[config.mk]
export PLATFORM = sky130hd
export DESIGN_NAME = serial_lut_loader
export DESIGN_NICKNAME = d
export VERILOG_FILES = /design/src/rtl/serial_lut_loader.sv
export SDC_FILE = /design/constraint.sdc
export NUM_CORES = 1
export LEC_CHECK = 0
export BUFFER_PORTS_ARGS = -buffer_cell sky130_fd_sc_hd__buf_2
export CORE_MARGIN = 3
export CORE_UTILIZATION = 37
export DETAILED_ROUTE_END_ITERATION = 6
export GPL_ROUTABILITY_DRIVEN = 0
export GPL_TIMING_DRIVEN = 0
export PLACE_DENSITY = 0.65
export SLEW_MARGIN = 30
export SYNTH_ARGS = -nofsm -noshare
export SYNTH_HDL_FRONTEND = slang
export SYNTH_SLANG_ARGS = --single-unit
[constraint.sdc]
create_clock -name clk -period 2.1 [get_ports clk]
set_input_delay 0.525 -clock clk [delete_from_list [all_inputs] [get_ports clk]]
set_output_delay 0.525 -clock clk [all_outputs]
set_load 0.01 [all_outputs]
[src/rtl/serial_lut_loader.sv]
// serial_lut_loader: shifts a WIDTH-bit LUT image out MSB-first on sd/sclk
// while scs_n is low. Every sclk phase lasts HALF_DIV clk cycles.
// Optional rotate burst (define LOADER_ROT_EN): rot_n goes low and
// rot_count sclk pulses are issued with scs_n held high.
// Every output is a register; no output is decoded from state.
module serial_lut_loader #(
  parameter int WIDTH    = 64,
  parameter int HALF_DIV = 2
) (
  input  logic             clk,
  input  logic             rst,
  input  logic             start,
  input  logic [WIDTH-1:0] data_in,
  input  logic             rot_start,
  input  logic [7:0]       rot_count,
  output logic             sd,
  output logic             sclk,
  output logic             scs_n,
  output logic             rot_n,
  output logic             busy,
  output logic             done
);

  localparam int CW  = (HALF_DIV > 1) ? $clog2(HALF_DIV) : 1;
  localparam int BW0 = (WIDTH > 1) ? $clog2(WIDTH) : 1;
  // Pulse counter also holds rot_count, so it is never narrower than 8 bits.
  localparam int PW  = (BW0 > 8) ? BW0 : 8;

`ifdef LOADER_ROT_EN
  typedef enum logic [2:0] {IDLE, SETUP, HIGH, LOW, ROT_SETUP, ROT_HIGH, ROT_LOW, DONE} state_t;
`else
  typedef enum logic [2:0] {IDLE, SETUP, HIGH, LOW, DONE} state_t;
  // Rotate inputs stay on the port list but do nothing in this build.
  logic unused_rot;
  assign unused_rot = rot_start ^ (^rot_count);
`endif

  state_t           state;
  logic [CW-1:0]    cnt;    // clk cycles spent in the current phase
  logic [PW-1:0]    pcnt;   // sclk pulses still to issue after the current one
  logic [WIDTH-1:0] shreg;  // MSB is the bit currently on sd
  logic             half_end;

  assign half_end = (cnt == CW'(HALF_DIV - 1));

  // Frame/burst sequencer; the phase counter restarts on every state change.
  always_ff @(posedge clk) begin
    if (rst) begin
      state <= IDLE;
      cnt   <= '0;
      pcnt  <= '0;
      shreg <= '0;
      sd    <= 1'b0;
      sclk  <= 1'b0;
      scs_n <= 1'b1;
      rot_n <= 1'b1;
      busy  <= 1'b0;
      done  <= 1'b0;
    end else begin
      done <= 1'b0;
      case (state)
        IDLE: begin
          cnt  <= '0;
          busy <= 1'b0;
          // start has priority; rot_start in the same cycle is dropped
          if (start) begin
            shreg <= data_in;
            sd    <= data_in[WIDTH-1];
            pcnt  <= PW'(WIDTH - 1);
            sclk  <= 1'b0;
            scs_n <= 1'b0;
            busy  <= 1'b1;
            state <= SETUP;
          end
`ifdef LOADER_ROT_EN
          else if (rot_start) begin
            pcnt  <= PW'(rot_count);
            sclk  <= 1'b0;
            rot_n <= 1'b0;
            busy  <= 1'b1;
            state <= ROT_SETUP;
          end
`endif
        end
        SETUP: begin
          if (half_end) begin
            cnt   <= '0;
            sclk  <= 1'b1;
            state <= HIGH;
          end else begin
            cnt <= cnt + 1'b1;
          end
        end
        HIGH: begin
          if (half_end) begin
            // sd only moves on the falling edge, well clear of the sampling edge
            cnt   <= '0;
            sclk  <= 1'b0;
            sd    <= shreg[WIDTH-2];
            shreg <= {shreg[WIDTH-2:0], 1'b0};
            state <= LOW;
          end else begin
            cnt <= cnt + 1'b1;
          end
        end
        LOW: begin
          if (half_end) begin
            cnt <= '0;
            if (pcnt == '0) begin
              scs_n <= 1'b1;
              sd    <= 1'b0;
              done  <= 1'b1;
              state <= DONE;
            end else begin
              pcnt  <= pcnt - 1'b1;
              sclk  <= 1'b1;
              state <= HIGH;
            end
          end else begin
            cnt <= cnt + 1'b1;
          end
        end
`ifdef LOADER_ROT_EN
        ROT_SETUP: begin
          if (half_end) begin
            cnt <= '0;
            // a zero-length burst finishes without any sclk edge
            if (pcnt == '0) begin
              rot_n <= 1'b1;
              done  <= 1'b1;
              state <= DONE;
            end else begin
              pcnt  <= pcnt - 1'b1;
              sclk  <= 1'b1;
              state <= ROT_HIGH;
            end
          end else begin
            cnt <= cnt + 1'b1;
          end
        end
        ROT_HIGH: begin
          if (half_end) begin
            cnt   <= '0;
            sclk  <= 1'b0;
            state <= ROT_LOW;
          end else begin
            cnt <= cnt + 1'b1;
          end
        end
        ROT_LOW: begin
          if (half_end) begin
            cnt <= '0;
            if (pcnt == '0) begin
              rot_n <= 1'b1;
              done  <= 1'b1;
              state <= DONE;
            end else begin
              pcnt  <= pcnt - 1'b1;
              sclk  <= 1'b1;
              state <= ROT_HIGH;
            end
          end else begin
            cnt <= cnt + 1'b1;
          end
        end
`endif
        DONE: begin
          cnt   <= '0;
          busy  <= 1'b0;
          state <= IDLE;
        end
        default: begin
          cnt   <= '0;
          state <= IDLE;
        end
      endcase
    end
  end

endmodule

# After elaboration in Yosys (flattened, before gate mapping)

Index checks and enable logic that the tools add are counted.

Bits in registers: 80
Latch bits: 0
Memory bits (writable): 0
Bits in read-only memories: 0
Input port bits: 76
Output and inout port bits: 6
Word-level logic and storage cells: 70
Memories: 0

Add/sub/neg operators: 2
Multiply operators: 0
Divide/modulo/power cells: 0
$lt $le $gt $ge: 0
Equal/unequal tests: 10
Shifts and indexed selects: 0
Mux-type cells: 30
Bitwise operators: 3
Reductions and logical operators: 16

Operators by type and width:

| kind                                                                   | count |
|---|---|
| 63-bit 2-to-1 mux                                                      | 2 |
| 63-bit one-hot mux with 2 select lines                                 | 1 |
| 8-bit 2-to-1 mux                                                       | 3 |
| 8-bit one-hot mux with 2 select lines                                  | 1 |
| 3-bit 2-to-1 mux                                                       | 5 |
| 1-bit 2-to-1 mux                                                       | 13 |
| 2-bit inequality test (second input constant)                          | 6 |
| 3-bit one-hot mux with 4 select lines                                  | 1 |
| 4-bit AND reduction                                                    | 3 |
| 3-bit OR reduction                                                     | 3 |
| 8-bit logical NOT                                                      | 1 |
| 8-bit by 1-bit subtractor with 8-bit output (second input constant)    | 1 |
| 3-bit by 2-bit equality test with 1-bit output (second input constant) | 2 |
| 6-bit AND reduction                                                    | 1 |
| 2-bit nonzero test                                                     | 3 |
| 5-bit AND reduction                                                    | 1 |
| 1-bit one-hot mux with 2 select lines                                  | 2 |
| 1-bit one-hot mux with 4 select lines                                  | 1 |
| 4-bit nonzero test                                                     | 1 |
| 3-bit by 1-bit equality test with 1-bit output (second input constant) | 1 |
| 3-bit equality test (second input constant)                            | 1 |
| 3-bit logical NOT                                                      | 1 |
| 1-bit inverter                                                         | 3 |
| 1-bit one-hot mux with 3 select lines                                  | 1 |
| other kinds (3)                                                        | 3 |

# Depth between registers and ports, before layout

Word-level depth: 4
Depth in mapped cells: 8
Gate-level depth less buffers: 6

# Worst setup path before layout

Ideal clock, no wire load.

Path kind: flip-flop to flip-flop
From: register pcnt[0]
To: register pcnt[5]
Library setup time: 76 ps
Arrival: 1694 ps
Required time: 2024 ps
Slack: 330 ps
Cell stages (with the launch flop): 8
Path buffers: 1
Clock period less this slack: 1770 ps
Cells stage by stage: dfxtp_1 -> inv_1 -> ha_1 -> nor3b_1 -> and3_1 -> buf_6 -> or4_1 -> a31oi_1

Longest elaborated chain between the ends: 4
Elaborated cells between the ends (all ways): 7
Those cells by class: 1 x add/sub; 1 x eq/ne; 3 x mux; 2 x reduce/logical

Ends and longest elaborated chain:

| element                                     | RTL line | text |
|---|---|---|
| start, declared                             | 40       | `logic [PW-1:0] pcnt;` |
| start signal, assigned                      | 69       | `pcnt <= PW'(WIDTH - 1);` |
| start signal, assigned                      | 115      | `pcnt <= pcnt - 1'b1;` |
| 8-bit by 1-bit subtractor with 8-bit output | 115      |  |
| 8-bit 2-to-1 mux                            | 109      | `if (pcnt == '0) begin` |
| 8-bit 2-to-1 mux                            | 107      | `if (half_end) begin` |
| 8-bit one-hot mux with 2 select lines       | 61       | `case (state)` |

Parallel ways exist; a longest one is shown, timed or not. The select of a mux whose other input is x is not followed.
A chain may end at the register's enable or synchronous reset.

# Final worst setup path

From: register pcnt[2]
To: register pcnt[2]

The elaborated chain is that of the path after synthesis.

==> impl_results.html <==
<table>
<tr><th>Metric</th><th>Value</th></tr>
<tr><th colspan="2">Floorplan</th></tr>
<tr><td>Starting utilization of the core area</td><td>38.1%</td></tr>
<tr><td>Area of the die</td><td>11900 um2</td></tr>
<tr><td>Height of the chip</td><td>109 um</td></tr>
<tr><td>Number of standard-cell rows in the floorplan</td><td>37</td></tr>
<tr><td>Ports</td><td>82</td></tr>
<tr><td>Floorplan Core Area</td><td>10400 um2</td></tr>
<tr><td>Chip width</td><td>109 um</td></tr>
<tr><th colspan="2">Setup path</th></tr>
<tr><td>Required time worst endpoint</td><td>2.32 ns</td></tr>
<tr><td>Start-to-end type of the worst setup path</td><td>reg2reg</td></tr>
<tr><td>Slowest cell delay on critical path</td><td>0.57 ns</td></tr>
<tr><td>Worst reg2reg endpoint</td><td>pcnt[2]</td></tr>
<tr><td>Capturing element type of the critical path</td><td>flop</td></tr>
<tr><td>Worst flop-to-flop path startpoint</td><td>pcnt[2]</td></tr>
<tr><td>Buf/Inv on CP</td><td>0</td></tr>
<tr><td>Critical path launch point type</td><td>flop</td></tr>
<tr><td>CP max FO</td><td>7</td></tr>
<tr><td>Ordered list of cells on the worst path</td><td>nor4_2, nand3_1, a311oi_1, nor3_1</td></tr>
<tr><td>Crit path max-delay cell type</td><td>nor4_2</td></tr>
<tr><td>Worst R2R Path Depth</td><td>4</td></tr>
<tr><td>Data arrival time of the critical path</td><td>2.12 ns</td></tr>
<tr><td>Worst setup path startpoint</td><td>pcnt[2]</td></tr>
<tr><td>CP delay by family, top</td><td>simple AND/OR/NAND/NOR gates</td></tr>
<tr><td>Setup slack of the most critical reg-to-reg path</td><td>0.20 ns</td></tr>
<tr><th colspan="2">Hold path</th></tr>
<tr><td>Worst hold path cell count</td><td>3</td></tr>
<tr><td>Endpoint of the worst hold path</td><td>shreg[0]</td></tr>
<tr><td>Min-Delay Path Class</td><td>in2reg</td></tr>
<tr><td>Source of the worst hold timing path</td><td>data_in[0]</td></tr>
<tr><th colspan="2">Power</th></tr>
<tr><td>Power density cells</td><td>852 nW/um2</td></tr>
<tr><td>Share of total power consumed by net switching</td><td>32.0%</td></tr>
<tr><td>Net switching power figure</td><td>0.00128 W</td></tr>
<tr><td>Fraction of power consumed by sequential logic</td><td>45.7%</td></tr>
<tr><td>Total leakage power</td><td>1.73 nW</td></tr>
<tr><td>Cell internal pwr</td><td>0.00271 W</td></tr>
<tr><td>Proportion of power drawn by the clock network</td><td>29.4%</td></tr>
<tr><td>Combinational group share of total power</td><td>24.9%</td></tr>
<tr><td>VDD IR max</td><td>0.000456 V</td></tr>
<tr><th colspan="2">Status</th></tr>
<tr><td>Run status</td><td>finished, final reports clean</td></tr>
<tr><th colspan="2">Detailed routing</th></tr>
<tr><td>Average wire per standard cell</td><td>14.5 um</td></tr>
<tr><td>DRT antenna net count</td><td>0</td></tr>
<tr><td>Total routed wirelength</td><td>9010 um</td></tr>
<tr><td>Number of detailed-route iterations in the first pass</td><td>4</td></tr>
<tr><td>Vias per cell</td><td>5.16</td></tr>
<tr><td>DR DRC count</td><td>0</td></tr>
<tr><td>DR iter-0 viols</td><td>130</td></tr>
<tr><td>Via Count</td><td>3204</td></tr>
<tr><th colspan="2">Yosys</th></tr>
<tr><td>Portion of the post-synthesis area used by sequential elements</td><td>40.6%</td></tr>
<tr><td>Synth unique cells</td><td>44</td></tr>
<tr><td>Synthesized-area fraction occupied by ao, oa, aoi and oai cells</td><td>23.8%</td></tr>
<tr><td>Main combinational cell family by area after synthesis</td><td>compound AO/OA/AOI/OAI gates</td></tr>
<tr><td>Post-synthesis cell area</td><td>3950 um2</td></tr>
<tr><td>Synth Area per Inst</td><td>9.89 um2</td></tr>
<tr><td>Adder and majority cell fraction of the synthesized area</td><td>0.634%</td></tr>
<tr><td>Fraction of synthesized area in multiplexers</td><td>15.7%</td></tr>
<tr><td>Number of nets in the synthesized netlist</td><td>477</td></tr>
<tr><td>Xor/xnor cell area share of the yosys netlist</td><td>0%</td></tr>
<tr><td>Number of instances in the synthesized netlist</td><td>399</td></tr>
<tr><td>FF+latch count, synth</td><td>80</td></tr>
<tr><td>Number of warning messages in the yosys log</td><td>0</td></tr>
<tr><td>Simple logic cell fraction of the synthesized area</td><td>13.4%</td></tr>
<tr><th colspan="2">CTS</th></tr>
<tr><td>Number of sinks on the clock net</td><td>80</td></tr>
<tr><td>Maximum clock insertion buffer count</td><td>2</td></tr>
<tr><td>Number of clock buffers inserted by TritonCTS</td><td>9</td></tr>
<tr><td>Postcts setup bufs</td><td>0</td></tr>
<tr><td>CTS tree</td><td>done</td></tr>
<tr><td>H-tree depth</td><td>3</td></tr>
<tr><td>Clock network latency to the later pin of the worst-skew pair</td><td>0.35 ns</td></tr>
<tr><td>Cell at the root of the clock tree</td><td>clkbuf_8</td></tr>
<tr><td>Reg clk slew, reported paths</td><td>0.09 ns</td></tr>
<tr><th colspan="2">Placed design</th></tr>
<tr><td>Instance area at placement</td><td>4470 um2</td></tr>
<tr><td>Post-DP HPWL</td><td>6480 um</td></tr>
<tr><td>Placed cells</td><td>605</td></tr>
<tr><td>Number of buffers added on ports</td><td>70</td></tr>
<tr><th colspan="2">Global routing</th></tr>
<tr><td>Maximum number of pins on one net before global-route repair</td><td>16</td></tr>
<tr><td>Vias in the first global route</td><td>3032</td></tr>
<tr><td>Initial antenna violation count</td><td>0</td></tr>
<tr><td>Grt total ovfl</td><td>0</td></tr>
<tr><td>All-layer global routing usage</td><td>15.0%</td></tr>
<tr><td>Global-route wire length before repair</td><td>14400 um</td></tr>
<tr><th colspan="2">STA</th></tr>
<tr><td>Final count of pins violating max slew</td><td>0</td></tr>
<tr><td>TNS Setup</td><td>0 ns</td></tr>
<tr><td>Share of the clock period used by the worst path</td><td>90.5%</td></tr>
<tr><td>Slew at the pin closest to its max-slew limit</td><td>0.710 ns</td></tr>
<tr><td>Final Setup Violations</td><td>0</td></tr>
<tr><td>Worst hold margin</td><td>0.454 ns</td></tr>
<tr><td>Final hold violations</td><td>0</td></tr>
<tr><td>Maximum clock frequency</td><td>526 MHz</td></tr>
<tr><td>Setup Skew</td><td>0.00662 ns</td></tr>
<tr><td>Final critical path time including I/O delays and setup</td><td>1.90 ns</td></tr>
<tr><td>Headroom to the max-slew limit</td><td>52.7%</td></tr>
<tr><td>RSZ-0062 raised after global routing</td><td>false</td></tr>
<tr><th colspan="2">Final layout</th></tr>
<tr><td>Area taken by flip-flops and latches</td><td>1600 um2</td></tr>
<tr><td>Area added between synthesis and finish</td><td>18.5%</td></tr>
<tr><td>Non-filler instance count after layout</td><td>621</td></tr>
<tr><td>Total non-filler cell area in the finished layout</td><td>4680 um2</td></tr>
<tr><td>Total Nets Final</td><td>558</td></tr>
<tr><td>ANT cells</td><td>0</td></tr>
<tr><td>Filler Cells Inserted</td><td>1017</td></tr>
<tr><td>Layout cell share with drive strength beyond 1</td><td>33.6%</td></tr>
<tr><td>Post-Route Utilization</td><td>45.1%</td></tr>
<tr><td>Area used by multi-input combinational logic</td><td>2120 um2</td></tr>
<tr><th colspan="2">Job</th></tr>
<tr><td>Number of max-capacitance violations reported</td><td>0</td></tr>
</table>
==> worst max path at each step <==
| stage | endpoint | depth (start not counted) |
|---|---|---|
| global placement | shreg[0] | 4 |
| finish | pcnt[2] | 4 |
| global route | shreg[32] | 7 |
| detailed placement | pcnt[5] | 4 |
| CTS | shreg[5] | 8 |
| floorplan | pcnt[5] | 7 |
==> layout make-up <==
type	count	area share (%)
multi-input combinational	276	45.4
inverter	3	0.241
buffer	40	4.71
clock inverter	7	1.66
clock buffer	9	2.65
tap	136	3.64
timing repair buffer	70	7.49
sequential	80	34.2
==> state kept, by name (all words and copies together) (netlist names) <==
| register | cells |
|---|---|
| shreg | 63 |
| pcnt | 8 |
| state | 3 |
| busy | 1 |
| cnt | 1 |
| done | 1 |
| sclk | 1 |
| scs_n | 1 |
| sd | 1 |
==> power by group through the flow <==
stage / sequential, W / clock [W] / combinational, W
detailed placement: 0.00185 / 0 / 0.000997
CTS: 0.00182 / 0.00120 / 0.00100
floorplan: 0.00183 / 0 / 0.000771
global route: 0.00185 / 0.00127 / 0.00110
finish: 0.00182 / 0.00117 / 0.000992
global placement: 0.00185 / 0 / 0.000966
==> cells in the mapped netlist (all sizes together) <==
cell	instances	area share, %
a2111oi	1	0.22
a211o	1	0.22
a211oi	65	18
a21bo	1	0.25
a21o	1	0.19
a21oi	14	1.8
a22oi	1	0.19
a311oi	2	0.44
a31oi	3	0.48
and3	2	0.32
and3b	1	0.22
buf	26	4.1
clkbuf	14	1.3
conb	1	0.095
dfxtp	80	41
ha	2	0.63
inv	3	0.29
mux2i	62	16
nand2	5	0.48
nand2b	2	0.32
nand3	3	0.38
nand3b	1	0.19
nand4	1	0.16
nor2	73	6.9
nor2b	1	0.16
nor3	3	0.38
nor3b	6	1.1
nor4	3	0.63
nor4b	2	0.60
o2111ai	1	0.22
o211ai	1	0.19
o21a	1	0.19
o21ai	6	0.76
o31ai	2	0.38
or3	4	0.63
or3b	1	0.22
or4	2	0.38
or4b	1	0.25
==> metal layers <==
layer	track usage (%)	vias up	share of wire, %
met3	3.99	6	4.9
met1	20.2	1510	48
met2	24.1	68	46
met5	0	-	0
met4	3.47	0	0.74
li1	-	1620	-
==> metrics by stage <==
step	total power, W	worst slack (ns)
2_1_floorplan	0.00260	0.330
3_3_place_gp	0.00281	-0.0226
4_1_cts	0.00403	0.126
3_5_place_dp	0.00285	-0.0687
5_1_grt	0.00421	0.0599
6_report	0.00399	0.200
==> layout by cell type (no fill, tap or decap), types with 3 or more instances in the layout <==
cell type and n:
nand2_1 5, a211oi_1 18, nand3_1 3, dfxtp_1 80, a21oi_1 14, mux2i_1 62
or3_1 4, nor3_1 3, buf_4 9, o21ai_0 5, nor2_1 73, nor3b_1 5
inv_6 3, a31oi_1 3, buf_2 84, clkbuf_8 9, clkbuf_1 14, a211oi_2 47
inv_1 3
==> cells by family (layout without fill, tap and decap cells) <==
kind of cell    after synthesis  in the layout
simple gates                111            111
buf+inv                      43            129
flops                        80             80
fa+ha+maj                     2              2
other cells                   1              1
mux                          62             62
compound gates              100            100
==> repair_timing <==
item / 4_1_cts / 5_1_grt
hold buffers: 0 / 0
setup endpoints to repair: 0 / 4
gates resized for setup: 0 / 4
==> worst register-to-register path, cell delays in order, from the launching register on <==
cell and delay [ns]:
dfxtp_1 0.37, nor4_2 0.57, nand3_1 0.40, a311oi_1 0.36
nor3_1 0.08
Power figures use the tool's default switching activity.
